--- src/rtl/hex_display_pkg.sv ---
// Shared types and the hex-to-7-segment table for the HEX display bank.
// Patterns are active-low {g,f,e,d,c,b,a}; polarity is applied by the top level.
package hex_display_pkg;

    typedef logic [6:0] seg7_t;

    localparam seg7_t SEG_BLANK = 7'b1111111;
    localparam seg7_t SEG_DASH  = 7'b0111111;

    function automatic seg7_t hex_to_seg7(input logic [3:0] nibble);
        seg7_t pat;
        case (nibble)
            4'h0: pat = 7'b1000000;
            4'h1: pat = 7'b1111001;
            4'h2: pat = 7'b0100100;
            4'h3: pat = 7'b0110000;
            4'h4: pat = 7'b0011001;
            4'h5: pat = 7'b0010010;
            4'h6: pat = 7'b0000010;
            4'h7: pat = 7'b1111000;
            4'h8: pat = 7'b0000000;
            4'h9: pat = 7'b0010000;
            4'hA: pat = 7'b0001000;
            4'hB: pat = 7'b0000011;
            4'hC: pat = 7'b1000110;
            4'hD: pat = 7'b0100001;
            4'hE: pat = 7'b0000110;
            default: pat = 7'b0001110;
        endcase
        return pat;
    endfunction

endpackage

--- src/rtl/seg7_decoder.sv ---
// Combinational single-digit hex decoder producing the active-low segment pattern.
module seg7_decoder
    import hex_display_pkg::*;
(
    input  logic [3:0] nibble_i,
    output seg7_t      seg_o
);

    assign seg_o = hex_to_seg7(nibble_i);

endmodule

--- src/rtl/hex_display_ctrl.sv ---
// Registered multi-digit hex display controller: value capture, leading-zero
// blanking, dash override, free-running blink and selectable segment polarity.
module hex_display_ctrl
    import hex_display_pkg::*;
#(
    parameter int NUM_DIGITS = 6,
    parameter int BLINK_DIV  = 25_000_000,
    parameter bit ACTIVE_LOW = 1'b1
) (
    input  logic                    clk,
    input  logic                    rst_n,
    input  logic                    load,
    input  logic [4*NUM_DIGITS-1:0] value,
    input  logic                    blank_lz,
    input  logic                    show_dash,
    input  logic                    blink_en,
    output logic [7*NUM_DIGITS-1:0] seg,
    output logic                    blink_phase
);

    localparam int          CNT_W   = $clog2(BLINK_DIV);
    localparam logic [CNT_W-1:0] CNT_MAX = CNT_W'(BLINK_DIV - 1);
    localparam seg7_t       OFF_PAT = ACTIVE_LOW ? SEG_BLANK : ~SEG_BLANK;

    logic [4*NUM_DIGITS-1:0] value_q, value_d;
    logic [CNT_W-1:0]        cnt_q, cnt_d;
    logic                    phase_q, phase_d;
    logic [7*NUM_DIGITS-1:0] seg_q, seg_d;

    seg7_t                   dec_pat [NUM_DIGITS];
    logic [NUM_DIGITS-1:0]   lz_blank;
    logic                    dark;

    assign value_d = load ? value : value_q;
    assign dark    = blink_en && phase_q;

    always_comb begin
        cnt_d   = cnt_q;
        phase_d = phase_q;
        if (!blink_en) begin
            cnt_d   = '0;
            phase_d = 1'b0;
        end else if (cnt_q == CNT_MAX) begin
            cnt_d   = '0;
            phase_d = ~phase_q;
        end else begin
            cnt_d = cnt_q + 1'b1;
        end
    end

    // A digit is a leading zero while every nibble at or above it is zero; digit 0 always shows.
    always_comb begin
        logic seen_nz;
        seen_nz  = 1'b0;
        lz_blank = '0;
        for (int i = NUM_DIGITS - 1; i >= 1; i--) begin
            if (value_q[4*i +: 4] != 4'h0) begin
                seen_nz = 1'b1;
            end
            lz_blank[i] = blank_lz && !seen_nz;
        end
    end

    for (genvar g = 0; g < NUM_DIGITS; g++) begin : g_digit
        seg7_t pat;

        seg7_decoder u_dec (
            .nibble_i (value_q[4*g +: 4]),
            .seg_o    (dec_pat[g])
        );

        assign pat = dark        ? SEG_BLANK :
                     show_dash   ? SEG_DASH  :
                     lz_blank[g] ? SEG_BLANK :
                                   dec_pat[g];

        assign seg_d[7*g +: 7] = ACTIVE_LOW ? pat : ~pat;
    end

    always_ff @(posedge clk or negedge rst_n) begin
        if (!rst_n) begin
            value_q <= '0;
            cnt_q   <= '0;
            phase_q <= 1'b0;
            seg_q   <= {NUM_DIGITS{OFF_PAT}};
        end else begin
            value_q <= value_d;
            cnt_q   <= cnt_d;
            phase_q <= phase_d;
            seg_q   <= seg_d;
        end
    end

    assign seg         = seg_q;
    assign blink_phase = phase_q;

endmodule

--- config.mk ---
export PLATFORM = sky130hd
export DESIGN_NAME = hex_display_ctrl
export DESIGN_NICKNAME = d
export VERILOG_FILES = /design/src/rtl/hex_display_pkg.sv /design/src/rtl/seg7_decoder.sv /design/src/rtl/hex_display_ctrl.sv
export SDC_FILE = /design/constraint.sdc
export NUM_CORES = 1
export LEC_CHECK = 0
export ABC_AREA = 1
export CORE_AREA = 5 5 100 102
export DETAILED_ROUTE_END_ITERATION = 10
export DIE_AREA = 0 0 105 107
export MAX_ROUTING_LAYER = met4
export PLACE_DENSITY_LB_ADDON = 0.3
export RECOVER_POWER = 100
export SYNTH_ARGS = -nofsm -noshare
export SYNTH_HDL_FRONTEND = slang
export SYNTH_SLANG_ARGS = --single-unit
--- constraint.sdc ---
create_clock -name clk -period 3.5 [get_ports clk]
set_input_delay 0.525 -clock clk [delete_from_list [all_inputs] [get_ports clk]]
set_output_delay 0.525 -clock clk [all_outputs]
set_load 0.02 [all_outputs]
==> results_dict.tcl <==
set metrics [dict create \
    fin_crit_ns 2.41 \
    grt_pass1_vias 4326 \
    ys_top_cells_by_area "dfrtp_1, dfstp_2, nand2_1" \
    multiInputGateArea_um2 2400 \
    grt.total_usage 0.220 \
    violations "capacitance limit, slew limit" \
    seq_area_frac_synth 0.458 \
    rr_endpoint "cnt_q[12]" \
    whs_path_depth 1 \
    holdPathEnd "cnt_q[0]" \
    cp.arrival_ns 2.60 \
    hold_viol_final 0 \
    setup-tns-final_ns 0 \
    layout.nets 753 \
    portBuffers 72 \
    synth_cells 617 \
    cts_resized 0 \
    regArea_um2 2350 \
    core_area_um2 9020 \
    cp_max_fo 10 \
    synth_edf_count 0 \
    rsz0062_at_grt "false" \
    syn_area_um2 5140 \
    cts_buffers 9 \
    start_kind "flop" \
    holdBufCountCts 0 \
    num_rows 35 \
    final_cells 805 \
    vias 4349 \
    power_density_nw_per_um2 415 \
    dp_hpwl_mm 8.79 \
    path_class "flop to flop" \
    die_h_um 107 \
    synthMostInstantiatedCell "nand2_1" \
    drtPass1Iterations 5 \
    die_area_um2 11200 \
    synth_cell_types 42 \
    tightest_slew_ns 1.99 \
    min_path_type "flop to flop" \
    n_antenna_cell 0 \
    cts.sinks 92 \
    syn_area_per_cell_um2 8.32 \
    gp_congestion 0.922 \
    layout-drive-gt1-share 0.117 \
    antenna_found_initial 0 \
    area_growth_pct 18.4 \
    clk_pin_slew_worst_paths_ns 0.09 \
    synthFlopType "dfrtp_1" \
    hold_path.startpoint "cnt_q[0]" \
    fp.dieW_um 105 \
    maxSlewViolCount 133 \
    synth_warnings 0 \
    drtIter0Drc 169 \
    wirelength_mm 11.6 \
    grt_pass1_wl_mm 19.7 \
    nFillCells 737 \
    end_kind "flop" \
    grt_overflow 0 \
    synth_top_area_frac 0.244 \
    drc 0 \
    final_util 0.674 \
    reg2reg_from "cnt_q[0]" \
    setup_viol 0 \
    max-vdd-ir-drop_v 0.000243 \
    slew_headroom -0.325 \
    synthTopCellsByCount "nand2_1, nor2_1, inv_1" \
    clock_path_buffers 2 \
    cts_root_buffer "clkbuf_8" \
    wl_per_cell_um 14.4 \
    fin_crit_sh 0.689 \
    dpl.cell_count 789 \
    clock_skew_ns 0.0115 \
    drv_cap 2 \
    io_pins 73 \
    grt_max_degree 84 \
    start_util 0.569 \
    synthArstFlopShare 1.00 \
    clock.fmax_ghz 0.415 \
    outcome "complete, but fails checks" \
    detail-route-antenna-nets 0 \
    synth_fp_nets 681 \
    worst_ep_required_time_ns 3.69 \
    h-tree-depth 3 \
    synth_area_leader_cell "dfrtp_1" \
    cellLeakagePower_nw 2.64 \
    vias_per_cell 5.40 \
    synth.ff_latch_count 92 \
    cts_setup_buffers 0 \
    rr_worst_depth 6 \
    cts_tree "yes" \
    reg2reg_slack_ns 1.09 \
    clock_latency_ns 0.36 \
]
placed cells by master, fill, tap and decap left out, types with 3 or more instances in the layout:
cell	instances
nand4_1	7
a31oi_1	6
nand3_2	3
nor2_4	6
o21ai_0	45
dlygate4sd3_1	45
o2111ai_1	4
dfstp_2	42
nand3_1	34
inv_1	56
nor2_2	6
dfrtp_1	50
nor2_1	84
o211ai_1	13
a21oi_1	19
clkbuf_8	10
xnor2_1	4
clkinv_1	3
o22ai_1	3
nand2_1	151
clkdlybuf4s50_1	26
nor3_1	9
ha_1	34
xor2_1	5
clkbuf_1	5
inv_2	4
report_power, final:
group	internal [mW]	switching [mW]	total (mW)
Sequential	1.18	0.0676	1.25
Combinational	0.194	0.295	0.489
Clock	0.422	0.365	0.787
kinds of logic after synthesis:
logic type / Yosys count / share of synthesized area
buf+inv: 78 / 0.0621
compound gates: 99 / 0.117
simple gates: 305 / 0.265
fa+ha+maj: 34 / 0.0828
flops: 92 / 0.458
xor+xnor: 9 / 0.0153
flip-flops by register name, indices dropped and copies added, names as in the netlist:
name         count
seg             42
cnt_q           25
value_q         24
blink_phase      1
cell type report:
class,instances,area share
clock inverters,4,0.0119
well taps,111,0.0228
clock buffers,12,0.0239
flip-flops and latches,92,0.387
multi-input cells,447,0.395
repair buffers,75,0.120
inverters,64,0.0397
metal layers:
metal	vias up	share of wire	routed length (um)	global-route usage
met5	-	0	0	-
met3	20	0.033	383	0.0271
li1	2154	-	-	-
met4	0	0.020	233	0.0941
met1	2073	0.41	4780	0.249
met2	102	0.54	6230	0.391
worst max-delay path by stage:
| stage | slack, ns | cells after the start | endpoint | start |
|---|---|---|---|---|
| 5_1_grt | 0.80 | 3 | value_q[6] | load |
| 2_1_floorplan | 2.16 | 8 | seg[30] | value_q[20] |
| 3_5_place_dp | 1.35 | 7 | seg[37] | blink_en |
| 6_report | 1.09 | 6 | cnt_q[12] | cnt_q[0] |
| 3_3_place_gp | 1.42 | 7 | seg[39] | blink_en |
| 4_1_cts | 1.45 | 1 | seg[18] | seg[18] |
critical path, cell delays in order, from the launching register on:
cell and delay (ns):
dfrtp_1 0.40, ha_1 0.19, nand2_1 0.13, nor2_4 0.20
nand3_1 0.17, o21ai_0 1.00, nor2_1 0.15
stage by stage:
step                      setup WS, ns  total power, mW  hold WS, ns  area, um^2
after floorplan                   2.16             1.56        0.229        5140
after global placement            1.42             1.77        0.468        5940
after detailed placement          1.35             1.78        0.484        5940
after CTS                         1.45             2.57        0.369        6160
after global routing             0.796             2.65        0.540        6080
final                             1.09             2.52        0.491        6080
(Power assumes the default switching activity.)
